<file path="src/rtl/sga_pkg.sv">
// sga_pkg
// Shared definitions for the snake-game move sequencer.
//   - N_DEF        : position / address width (8x8 field -> 6 bits)
//   - MAX_SIZE_DEF : size at which growth stops when SGA_GROW_CAP_EN is defined
//   - state_t      : move-sequencer state encoding (4 bits, IDLE = 0)
//   - ctrl_t       : bundle of the Moore strobes that depend on state only
//   - decode_ctrl  : maps a state onto its strobe pattern
package sga_pkg;

  localparam int N_DEF        = 6;
  localparam int MAX_SIZE_DEF = 14;

  typedef enum logic [3:0] {
    IDLE       = 4'd0,
    CHECK      = 4'd1,
    ABORT      = 4'd2,
    LOAD       = 4'd3,
    READ       = 4'd4,
    WRITE      = 4'd5,
    HEAD_WRITE = 4'd6,
    HEAD_READ  = 4'd7,
    HEAD_LATCH = 4'd8,
    DONE       = 4'd9
  } state_t;

  typedef struct packed {
    logic load_ram;
    logic we_ram;
    logic mux_ram;
    logic mux_ram_addres;
    logic register_head;
    logic register_eat_apple;
    logic collided;
    logic done;
    logic busy;
    logic render;
  } ctrl_t;

  // Everything not listed for a state stays low; busy and the RAM address
  // source follow "not IDLE".
  function automatic ctrl_t decode_ctrl(state_t s);
    ctrl_t c;
    c        = '0;
    c.busy   = (s != IDLE);
    c.render = (s != IDLE);
    case (s)
      CHECK:      c.register_eat_apple = 1'b1;
      ABORT:      c.collided = 1'b1;
      LOAD:       c.load_ram = 1'b1;
      WRITE: begin
        c.we_ram         = 1'b1;
        c.mux_ram        = 1'b1;
        c.mux_ram_addres = 1'b1;
      end
      HEAD_WRITE: c.we_ram = 1'b1;
      HEAD_LATCH: c.register_head = 1'b1;
      DONE:       c.done = 1'b1;
      default:    ;
    endcase
    return c;
  endfunction

endpackage

</file>
<file path="src/rtl/snake_move_sequencer.sv">
// snake_move_sequencer
// Control FSM that sequences one snake move through the datapath: wall check,
// tail-to-head shift of the body RAM, new head write, head register reload and
// growth on apple.
//
// Optional feature macro: SGA_GROW_CAP_EN -- when defined, growth in DONE is
// suppressed once size has reached MAX_SIZE.
//
// Ports:
//   clock              in   system clock
//   restart            in   asynchronous active-high reset
//   start              in   one-cycle move request (ignored while busy)
//   end_move           in   RAM address counter is at zero
//   comeu_maca         in   new head equals apple position
//   wall_collision     in   new head leaves the field
//   size[N-1:0]        in   current snake size
//   load_ram           out  load RAM address counter with size
//   counter_ram        out  decrement RAM address counter
//   we_ram             out  RAM write enable
//   mux_ram            out  RAM data: 1 = RAM q, 0 = new head
//   mux_ram_addres     out  RAM address: 1 = counter+1, 0 = counter
//   mux_ram_render     out  RAM address source: 1 = move path, 0 = render
//   register_head      out  head register enable
//   register_eat_apple out  eat-apple flag register enable
//   count_size         out  increment size counter
//   busy               out  move in progress
//   done               out  one-cycle move-complete pulse
//   collided           out  one-cycle pulse: move aborted by wall collision
module snake_move_sequencer
  import sga_pkg::*;
#(
  parameter int N        = N_DEF,
  parameter int MAX_SIZE = MAX_SIZE_DEF
) (
  input  logic         clock,
  input  logic         restart,
  input  logic         start,
  input  logic         end_move,
  input  logic         comeu_maca,
  input  logic         wall_collision,
  input  logic [N-1:0] size,
  output logic         load_ram,
  output logic         counter_ram,
  output logic         we_ram,
  output logic         mux_ram,
  output logic         mux_ram_addres,
  output logic         mux_ram_render,
  output logic         register_head,
  output logic         register_eat_apple,
  output logic         count_size,
  output logic         busy,
  output logic         done,
  output logic         collided
);

  state_t state;
  state_t state_next;
  ctrl_t  ctrl_q;
  logic   ate;
  logic   grow;

`ifdef SGA_GROW_CAP_EN
  assign grow = ate && (32'(size) < 32'(MAX_SIZE));
`else
  logic size_unused;
  assign size_unused = ^size;
  assign grow        = ate;
`endif

  // Next-state selection. end_move only matters in WRITE, the apple/wall
  // inputs only in CHECK, and start only in IDLE.
  always_comb begin
    state_next = state;
    case (state)
      IDLE:       if (start) state_next = CHECK;
      CHECK:      state_next = wall_collision ? ABORT : LOAD;
      ABORT:      state_next = IDLE;
      LOAD:       state_next = READ;
      READ:       state_next = WRITE;
      WRITE:      state_next = end_move ? HEAD_WRITE : READ;
      HEAD_WRITE: state_next = HEAD_READ;
      HEAD_READ:  state_next = HEAD_LATCH;
      HEAD_LATCH: state_next = DONE;
      DONE:       state_next = IDLE;
      default:    state_next = IDLE;
    endcase
  end

  // State plus registered strobes: outputs are decoded from the state being
  // entered so they line up with that state's cycle without a decode delay.
  always_ff @(posedge clock or posedge restart) begin
    if (restart) begin
      state      <= IDLE;
      ctrl_q     <= '0;
      ate        <= 1'b0;
      count_size <= 1'b0;
    end else begin
      state      <= state_next;
      ctrl_q     <= decode_ctrl(state_next);
      count_size <= (state_next == DONE) && grow;
      if (state == CHECK) ate <= comeu_maca;
    end
  end

  // The decrement depends on end_move seen during WRITE itself, so it is
  // decoded combinationally from the registered state.
  assign counter_ram = (state == WRITE) && !end_move;

  assign load_ram           = ctrl_q.load_ram;
  assign we_ram             = ctrl_q.we_ram;
  assign mux_ram            = ctrl_q.mux_ram;
  assign mux_ram_addres     = ctrl_q.mux_ram_addres;
  assign mux_ram_render     = ctrl_q.render;
  assign register_head      = ctrl_q.register_head;
  assign register_eat_apple = ctrl_q.register_eat_apple;
  assign busy               = ctrl_q.busy;
  assign done               = ctrl_q.done;
  assign collided           = ctrl_q.collided;

endmodule

</file>
<file path="config.mk">
export PLATFORM = sky130hd
export DESIGN_NAME = snake_move_sequencer
export DESIGN_NICKNAME = d
export VERILOG_FILES = /design/src/rtl/sga_pkg.sv /design/src/rtl/snake_move_sequencer.sv
export SDC_FILE = /design/constraint.sdc
export NUM_CORES = 1
export LEC_CHECK = 0
export BUFFER_PORTS_ARGS = -buffer_cell sky130_fd_sc_hd__buf_2
export CAP_MARGIN = 10
export CORE_MARGIN = 2
export CORE_UTILIZATION = 39
export CTS_CLUSTER_DIAMETER = 100
export DETAILED_ROUTE_END_ITERATION = 8
export MAX_ROUTING_LAYER = met4
export PLACE_DENSITY = 0.7
export SLEW_MARGIN = 10
export SYNTH_ARGS = -nofsm -noshare
export SYNTH_HDL_FRONTEND = slang
export SYNTH_SLANG_ARGS = --single-unit
</file>
<file path="constraint.sdc">
create_clock -name clock -period 1.2 [get_ports clock]
set_input_delay 0.06 -clock clock [delete_from_list [all_inputs] [get_ports clock]]
set_output_delay 0.06 -clock clock [all_outputs]
set_load 0.005 [all_outputs]
</file>
After elaboration in Yosys (flattened, before gate mapping)

Index checks and enable logic that the tools add are counted.

Bits in registers: 15
Latch bits: 0
Memory bits (writable): 0
Bits in read-only memories: 0
Input port bits: 12
Output and inout bits: 12
Word-level logic and storage cells: 43
Memories kept: 0

Add/subtract/negate cells: 0
$mul: 0
Divide/modulo/power cells: 0
Order comparisons: 0
Eq/ne operators: 14
Shift operators: 0
Mux-type cells: 11
Bitwise gates (word level): 0
Reduce and logical (&&, ||, !) cells: 6

Operators by type and width:

| operator           | number |
|---|---|
| $pmux 4 s8         | 1 |
| $eq 4x3->1 const B | 6 |
| $eq 4x2->1 const B | 3 |
| $eq 4x4->1 const B | 3 |
| $eq 4x1->1 const B | 2 |
| $mux 1             | 7 |
| $logic_not 4->1    | 1 |
| $mux 2             | 2 |
| $mux 4             | 1 |
| $reduce_bool 4->1  | 1 |
| $logic_and 1x1->1  | 2 |
| $reduce_or 2->1    | 1 |
| $logic_not 1->1    | 1 |

Depth between registers and ports, before layout

Gate-level depths: netlist of the first run.

Depth after elaboration: 5
Mapped depth: 4
Depth with buffers taken out: 3

Worst setup path after synthesis of the first run

OpenSTA, ideal clock, no wires.

Path kind: register -> register
Start point: register state[1]
End point: register ate
Library setup time: 0.125 ns
Arrival: 1.069 ns
Data required time: 1.075 ns
Slack: 0.005 ns
Stages on the path, launching flop included: 5
Path buffers: 1
Clock period less this slack: 1.195 ns
Cells stage by stage: dfrtp_1 -> buf_6 -> and2b_4 -> nand2_2 -> mux2_4

Longest elaborated chain between the ends: 1

RTL lines:

| element                | RTL line                    | RTL |
|---|---|---|
| start, declared        | snake_move_sequencer.sv:56  | `state_t state;` |
| start signal, assigned | snake_move_sequencer.sv:98  | `state <= state_next;` |
| $eq 4x1->1             | snake_move_sequencer.sv:101 | `if (state == CHECK) ate <= comeu_maca;` |
| end signal, assigned   | snake_move_sequencer.sv:101 |  |
| end, declared          | snake_move_sequencer.sv:59  | `logic ate;` |

No other way between the ends.
A chain may end at the register's enable or synchronous reset.

Final worst setup path of the first run

Start point: register state[1]
End point: output counter_ram

Longest elaborated chain between the ends: 2

RTL lines:

| element           | RTL line                    | RTL |
|---|---|---|
| $eq 4x3->1        | snake_move_sequencer.sv:107 | `assign counter_ram = (state == WRITE) && !end_move;` |
| $logic_and 1x1->1 | snake_move_sequencer.sv:107 |  |
| end, declared     | snake_move_sequencer.sv:43  | `output logic counter_ram,` |

No other way between the ends.

==> impl_metrics.env, run 1 <==
export IMPL_fmax_mhz=788
export IMPL_power_density_mw_per_mm2=2440
export IMPL_drtIter0Drc=14
export IMPL_drt_met1_wl_um=465
export IMPL_ant_nets=0
export IMPL_cap_violations=0
export IMPL_diodes=0
export IMPL_final_core_util=0.583
export IMPL_gp_congestion=0.859
export IMPL_cts_sinks=14
export IMPL_grt_setup_unrepaired="yes"
export IMPL_initial_core_util=0.427
export IMPL_setup_ws_ns=-0.0698
export IMPL_violations="negative setup slack"
export IMPL_clk_pin_slew_ns=0.08
export IMPL_ios=24
export IMPL_p_leak_nw=0.413
export IMPL_layout_commonest_cell="buf_2"
export IMPL_instances_no_fill=93
export IMPL_antenna_found_initial=0
export IMPL_worstReg2RegStart="state[1]"
export IMPL_yosysWarnings=0
export IMPL_path_cells="and2b_4 -> nor3b_2 -> buf_2"
export IMPL_hold_viol=0
export IMPL_grt_pass1_wl_um=1790
export IMPL_grt_ovfl_total=0
export IMPL_vias=443
export IMPL_maxSlewViolCount=0
export IMPL_cts_root_buf="clkbuf_4"
export IMPL_synth_nets=62
export IMPL_grt_total_usage=0.140
export IMPL_final_cell_mix="17 x buf_2, 12 x dfrtp_1, 8 x buf_4"
export IMPL_tns_ns=-0.128
export IMPL_worstHoldStart="start"
export IMPL_finClkSkew_ns=0.00531
export IMPL_die_y_um=42.2
export IMPL_finalSetupViolCount=2
export IMPL_wirelength_um=1190
export IMPL_cp_arrival_ns=1.21
export IMPL_dpl_cell_area_um2=677
export IMPL_die_area_mm2=0.00178
export IMPL_core_area_mm2=0.00133
export IMPL_layout_drive_gt1_share=0.474
export IMPL_routed_wl_met3_um=61
export IMPL_fp_row_count=13
export IMPL_cp_max_fo=3
export IMPL_dp_cells=83
export IMPL_area_growth_pct=36.7
export IMPL_min_path_type="in -> reg"
export IMPL_port_buffers=17
export IMPL_slowest_delay_ns=0.40
export IMPL_max_vdd_ir_drop_mv=1.06
export IMPL_yosysUniqueCellTypes=22
export IMPL_cts_htree_levels=1
export IMPL_clock_latency_ns=0.27
export IMPL_min_to="register_eat_apple"
export IMPL_yosysSeqAreaShare=0.615
export IMPL_cts_tree="yes"
export IMPL_fin_crit_ns=1.27
export IMPL_startpoint_type="flop"
export IMPL_endpoint_kind="primary output"
export IMPL_firstDrtPassIters=4
export IMPL_rr_worst_depth=4
export IMPL_r2r_end="ate"
export IMPL_die_w_um=42.2
export IMPL_avgViaCountPerCell=4.76
export IMPL_synth_area_um2=569
export IMPL_top_layer="met4"
export IMPL_slew_headroom=0.650
export IMPL_syn_inst=50
export IMPL_design_area_um2=778
export IMPL_holdPathStages=3
export IMPL_crit_type="reg -> out"
export IMPL_ys_ff_latch=14
export IMPL_dp_hpwl_um=754
export IMPL_worstPathRequired_ns=1.14
export IMPL_period_share=1.06
export IMPL_route_detailed_wl_per_inst_um=12.8
export IMPL_r2r_slack_ns=-0.06
export IMPL_grt_max_degree=15
export IMPL_outcome="finished, violations left"
export IMPL_grt_pass1_vias=417
export IMPL_slowest_stage="dfrtp_1"
export IMPL_cts_made_buffers=3
export IMPL_hold_slack_ns=0.0223
export IMPL_layout_nets=91
export IMPL_drc=0
export IMPL_route_met2_wl_um=627
export IMPL_tightest_slew_ns=0.524
export IMPL_syn_avg_cell_area_um2=11.4
export IMPL_cts_buffer_depth=2
==> synthesized netlist by cell type <==
library cell	n	area, µm²
buf_4	2	15.0
nor4b_2	1	15.0
and2_1	1	6.26
o211ai_1	1	7.51
o21ai_0	1	5.00
or2_1	1	6.26
nor2_1	6	22.5
nor2b_1	2	12.5
nand2_1	3	11.3
dfrtp_1	14	350
nor3_1	3	15.0
xnor2_1	1	8.76
nand2_2	1	6.26
o21ai_1	2	10.0
nand2b_1	1	6.26
inv_1	3	11.3
mux2_4	1	15.0
buf_6	1	11.3
nor3b_1	1	7.51
and3_1	1	6.26
a21oi_1	2	10.0
and2b_4	1	10.0
==> power breakdown <==
part	switching, mW	internal, mW	total (mW)
clock	0.139	0.184	0.323
combinational	0.372	0.451	0.823
sequential	0.115	0.639	0.754
==> how the worst max path moves through the flow <==
stage / start / end / depth (start not counted)
3_3_place_gp: state[2] / ate / 3
6_report: state[1] / counter_ram / 3
5_1_grt: state[1] / counter_ram / 3
4_1_cts: state[1] / counter_ram / 3
2_1_floorplan: state[1] / ate / 4
3_5_place_dp: state[2] / ate / 3
==> area by class of cell <==
class                           count  area [µm²]
Tap cell                           15        18.8
Sequential cell                    14         353
Multi-Input combinational cell     30         194
Timing Repair Buffer               27         165
Clock buffer                        4        36.3
Inverter                            3        11.3
Fill cell                         115         556
==> sequential cells by signal, indices dropped and copies added, names as in the netlist <==
signal / flops
count_size: 1
load_ram: 1
we_ram: 1
mux_ram: 1
register_head: 1
done: 1
ate: 1
state: 4
collided: 1
register_eat_apple: 1
mux_ram_render: 1
==> critical path, delay by kind of cell, from the launching register on <==
family                 cells  cell delay (ns)
and+or+nand+nor            2             0.41
DFF                        1             0.40
buffers and inverters      1             0.13
==> metrics by stage <==
stage          setup slack, ns  total power [mW]
2_1_floorplan          0.00544              1.21
3_3_place_gp            0.0856              1.41
3_5_place_dp            0.0879              1.44
4_1_cts                -0.0400              1.83
5_1_grt                 -0.119              2.04
6_report               -0.0698              1.90
==> routing by layer <==
| metal | global-route usage | up-vias |
|---|---|---|
| met2 | 0.234 | 20 |
| met1 | 0.154 | 199 |
| li1 | - | 218 |
| met4 | 0.0750 | 0 |
| met5 | - | - |
| met3 | 0.0302 | 6 |
==> cells by family (layout without fill, tap and decap cells) <==
group / count (synthesis) / in the layout / synth area share
buf+inv: 6 / 34 / 0.0659
flops: 14 / 14 / 0.615
xor+xnor: 1 / 1 / 0.0154
mux: 1 / 1 / 0.0264
simple gates: 22 / 22 / 0.220
compound gates: 6 / 6 / 0.0571
==> what timing repair did <==
action,CTS,global route
setup endpoints to repair,1,2
hold buffers,2,0
hold endpoints to repair,15,0
setup buffers,1,3
gates resized for setup,2,2
pin swaps,0,0
No activity file was read; power rests on OpenSTA's default activity.
==> run 2, diff against run 1 <==
- CAP_MARGIN: 10 -> 15
- CORE_UTILIZATION: 39 -> 43
- CTS_BUF_LIST: unset -> sky130_fd_sc_hd__clkbuf_8
- PLACE_DENSITY: 0.7 -> 0.76
==> impl_metrics.env, run 2 (synthesis results as in run 1) <==
export IMPL_layout_drive_gt1_share=0.474
export IMPL_cap_violations=0
export IMPL_cp_top_family="simple AND/OR/NAND/NOR gates"
export IMPL_grt_total_usage=0.172
export IMPL_p_leak_nw=0.414
export IMPL_path_depth=3
export IMPL_route_detailed_wl_per_inst_um=12.6
export IMPL_crit_buf_inv=1
export IMPL_cp_arrival_ns=1.15
export IMPL_ios=24
export IMPL_final_cell_mix="17 x buf_2, 13 x dfrtp_1, 6 x buf_4"
export IMPL_finClkSkew_ns=0.00202
export IMPL_hold_slack_ns=0.0473
export IMPL_antenna_found_initial=0
export IMPL_cts_made_buffers=3
export IMPL_grt_max_degree=15
export IMPL_cts_htree_levels=1
export IMPL_fmax_mhz=830
export IMPL_worstPathRequired_ns=1.14
export IMPL_tightest_slew_ns=0.501
export IMPL_die_y_um=40.4
export IMPL_top_register="state"
export IMPL_slowest_stage="dfrtp_1"
export IMPL_layout_commonest_cell="buf_2"
export IMPL_finalSetupViolCount=1
export IMPL_cp_max_fo=4
export IMPL_grt_pass1_vias=375
export IMPL_design_area_um2=788
export IMPL_diodes=0
export IMPL_startpoint_type="flop"
export IMPL_dp_hpwl_um=792
export IMPL_maxSlewViolCount=0
export IMPL_grt_setup_unrepaired="yes"
export IMPL_ant_nets=0
export IMPL_endpoint_kind="primary output"
export IMPL_wirelength_um=1150
export IMPL_firstDrtPassIters=4
export IMPL_setup_ws_ns=-0.00530
export IMPL_fill_cells=99
export IMPL_cts_buffer_depth=2
export IMPL_cts_sinks=14
export IMPL_tns_ns=-0.00530
export IMPL_drtIter0Drc=7
export IMPL_slew_headroom=0.666
export IMPL_port_buffers=17
export IMPL_final_core_util=0.621
export IMPL_core_area_mm2=0.00127
export IMPL_clk_pin_slew_ns=0.06
export IMPL_power_density_mw_per_mm2=2540
export IMPL_vias=436
export IMPL_initial_core_util=0.449
export IMPL_gp_congestion=0.843
export IMPL_die_area_mm2=0.00163
export IMPL_holdPathStages=2
export IMPL_drc=0
export IMPL_layout_nets=89
export IMPL_avgViaCountPerCell=4.79
export IMPL_area_growth_pct=38.5
export IMPL_largest_register_ffs=4
export IMPL_outcome="finished, violations left"
export IMPL_cts_root_buf="clkbuf_8"
export IMPL_max_vdd_ir_drop_mv=1.10
export IMPL_grt_pass1_wl_um=1620
export IMPL_cts_tree="yes"
export IMPL_min_path_type="in -> reg"
export IMPL_clock_latency_ns=0.24
export IMPL_fin_crit_ns=1.21
export IMPL_slowest_delay_ns=0.37
export IMPL_violations="negative setup slack"
export IMPL_fp_row_count=13
export IMPL_crit_type="reg -> out"
export IMPL_grt_ovfl_total=0
export IMPL_rr_worst_depth=4
export IMPL_dpl_cell_area_um2=677
export IMPL_period_share=1.00
export IMPL_die_w_um=40.4
export IMPL_path_cells="and2b_4 -> nor3b_2 -> buf_2"
export IMPL_hold_viol=0
run 2: layout make-up:
| cell class | instances | area, µm² | share of cell area |
|---|---|---|---|
| clock buffer | 4 | 55.1 | 0.0698 |
| sequential | 14 | 352 | 0.446 |
| tap | 15 | 18.8 | 0.0238 |
| timing repair buffer | 25 | 150 | 0.190 |
| inverter | 3 | 11.3 | 0.0143 |
| multi-input combinational | 30 | 201 | 0.256 |
run 2: what timing repair did:
item	CTS	global route
pin swaps	0	0
hold buffers	2	0
endpoints found under the hold margin	15	0
buffers inserted	0	2
resized for setup	2	3
endpoints found under the setup margin	1	3
run 2: worst paths after layout:
check / slack [ns] / endpoint / startpoint
max: -0.005 / counter_ram / state[1]
min: 0.05 / ate / comeu_maca
max reg2reg: 0.01 / ate / state[1]
min reg2reg: 0.51 / count_size / ate
max in group asynchronous: 0.45 / state[2] / restart
min in group asynchronous: 0.39 / count_size / restart
run 2: layer usage:
| layer | up-vias | wire length, µm | global-route usage |
|---|---|---|---|
| met4 | 0 | 23 | 0.150 |
| li1 | 213 | - | - |
| met5 | - | 0 | - |
| met2 | 19 | 584 | 0.262 |
| met1 | 202 | 467 | 0.179 |
| met3 | 2 | 71 | 0.0500 |
run 2: power by group:
part | internal (mW) | switching, mW
sequential | 0.639 | 0.106
clock | 0.290 | 0.155
combinational | 0.429 | 0.381
run 2: per-stage QoR:
| step | power, mW | setup WS, ns | cells |
|---|---|---|---|
| 2_1_floorplan | 1.21 | 0.00544 | 50 |
| 3_3_place_gp | 1.41 | 0.0904 | 83 |
| 3_5_place_dp | 1.44 | 0.0838 | 83 |
| 4_1_cts | 1.95 | -0.0280 | 89 |
| 5_1_grt | 2.11 | -0.0667 | 91 |
| 6_report | 2.00 | -0.00530 | 91 |
run 2: worst reg2reg max path: cells and delay by family, from the launching register on:
family                 cells  cell delay (ns)
buffers and inverters      1             0.11
AND/OR/NAND/NOR            2             0.31
multiplexers               1             0.29
flip-flops                 1             0.37
==> run 3, diff against run 2 <==
- CTS_CLUSTER_DIAMETER: 100 -> unset
- RECOVER_POWER: unset -> 25
- TNS_END_PERCENT: unset -> 30
==> impl_metrics.env, run 3 (synthesis results as in run 1) <==
export IMPL_clkPwrFrac=0.223
export IMPL_switchingPower_mw=0.643
export IMPL_diodes=0
export IMPL_grt_pass1_wl_um=1620
export IMPL_avgViaCountPerCell=4.77
export IMPL_worstHoldStart="comeu_maca"
export IMPL_drtIter0Drc=7
export IMPL_p_total_mw=2.00
export IMPL_period_share=1.00
export IMPL_tns_ns=-0.00530
export IMPL_ios=24
export IMPL_drc=0
export IMPL_hold_viol=0
export IMPL_grt_max_degree=15
export IMPL_crit_type="reg -> out"
export IMPL_cts_htree_levels=1
export IMPL_fin_crit_ns=1.21
export IMPL_crit_start="state[1]"
export IMPL_outcome="finished, violations left"
export IMPL_layout_commonest_cell="buf_2"
export IMPL_final_cell_mix="15 x buf_2, 13 x dfrtp_1, 6 x buf_4"
export IMPL_worstPathRequired_ns=1.14
export IMPL_finClkSkew_ns=0.00202
export IMPL_max_vdd_ir_drop_mv=1.10
export IMPL_power_density_mw_per_mm2=2540
export IMPL_maxSlewViolCount=0
export IMPL_gp_congestion=0.843
export IMPL_worstReg2RegStart="state[1]"
export IMPL_antenna_found_initial=0
export IMPL_cts_buffer_depth=2
export IMPL_cts_sinks=14
export IMPL_initial_core_util=0.449
export IMPL_cts_root_buf="clkbuf_8"
export IMPL_cp_max_fo=4
export IMPL_endpoint_kind="primary output"
export IMPL_firstDrtPassIters=4
export IMPL_netSwitchingFraction=0.322
export IMPL_clk_pin_slew_ns=0.06
export IMPL_startpoint_type="flop"
export IMPL_p_int_mw=1.35
export IMPL_min_path_type="in -> reg"
export IMPL_route_detailed_wl_per_inst_um=12.6
export IMPL_fill_cells=100
export IMPL_vias=434
export IMPL_setup_ws_ns=-0.00530
export IMPL_ant_nets=0
export IMPL_die_w_um=40.4
export IMPL_top_register="state"
export IMPL_tightest_slew_ns=0.501
export IMPL_clock_latency_ns=0.24
export IMPL_cp_arrival_ns=1.15
export IMPL_cap_violations=0
export IMPL_grt_total_usage=0.172
export IMPL_die_area_mm2=0.00163
export IMPL_core_area_mm2=0.00127
export IMPL_largest_register_ffs=4
export IMPL_die_y_um=40.4
export IMPL_slew_headroom=0.666
export IMPL_fp_row_count=13
export IMPL_finalSetupViolCount=1
export IMPL_grt_ovfl_total=0
export IMPL_pwr_share_seq=0.374
export IMPL_port_buffers=17
export IMPL_cts_made_buffers=3
export IMPL_p_leak_nw=0.406
export IMPL_area_growth_pct=38.0
export IMPL_cts_tree="yes"
export IMPL_violations="negative setup slack"
export IMPL_fmax_mhz=830
export IMPL_wirelength_um=1150
export IMPL_final_core_util=0.619
export IMPL_dp_hpwl_um=792
export IMPL_combinationalPowerShare=0.403
export IMPL_layout_drive_gt1_share=0.447
export IMPL_layout_nets=89
export IMPL_grt_pass1_vias=375
export IMPL_grt_setup_unrepaired="yes"
==> run 3: power groups by stage <==
stage / clock network (mW) / registers, mW / logic (mW)
final: 0.446 / 0.746 / 0.805
after global routing: 0.468 / 0.765 / 0.877
after CTS: 0.460 / 0.735 / 0.751
after detailed placement: 0 / 0.733 / 0.711
after global placement: 0 / 0.725 / 0.682
after floorplan: 0 / 0.758 / 0.448
==> run 3: layout make-up <==
| cell class | instances | area [µm²] | share of cell area |
|---|---|---|---|
| inverter | 3 | 11.3 | 0.0143 |
| sequential | 14 | 352 | 0.447 |
| multi-input combinational | 30 | 201 | 0.256 |
| timing repair buffer | 25 | 148 | 0.188 |
| clock buffer | 4 | 55.1 | 0.0701 |
| tap | 15 | 18.8 | 0.0239 |
==> run 3: worst max-delay path, cell delays in order, from the launching register on <==
cell and delay [ns]:
dfrtp_1 0.37, and2b_4 0.26, nor3b_2 0.15, buf_2 0.13
==> run 3: final timing paths <==
kind,end,slack [ns],cells after the start
min in group asynchronous,count_size,0.39,3
worst min-delay path,ate,0.05,2
worst max register to register,ate,0.01,4
worst min register to register,count_size,0.51,1
worst max-delay path,counter_ram,-0.005,3
max in group asynchronous,state[2],0.45,3
==> run 3: repair_timing <==
item                                   4_1_cts  5_1_grt
hold buffers                                 2        0
setup buffers                                0        2
setup endpoints to repair                    1        3
endpoints found under the hold margin       15        0
gates resized for setup                      2        3
==> run 3: stage by stage <==
step / cells / hold WS [ns] / area [µm²] / worst slack [ns]
2_1_floorplan: 50 / -0.0508 / 569 / 0.00544
3_3_place_gp: 83 / 0.103 / 677 / 0.0904
3_5_place_dp: 83 / 0.118 / 677 / 0.0838
4_1_cts: 89 / 0.0408 / 764 / -0.0280
5_1_grt: 91 / 0.0387 / 786 / -0.0667
6_report: 91 / 0.0473 / 786 / -0.00530
==> run 3: routing by layer <==
metal | vias to the layer above | global-route usage | wire (µm)
met2 | 19 | 0.262 | 582
met5 | - | - | 0
met4 | 0 | 0.150 | 23
met3 | 2 | 0.0500 | 71
li1 | 213 | - | -
met1 | 200 | 0.179 | 472
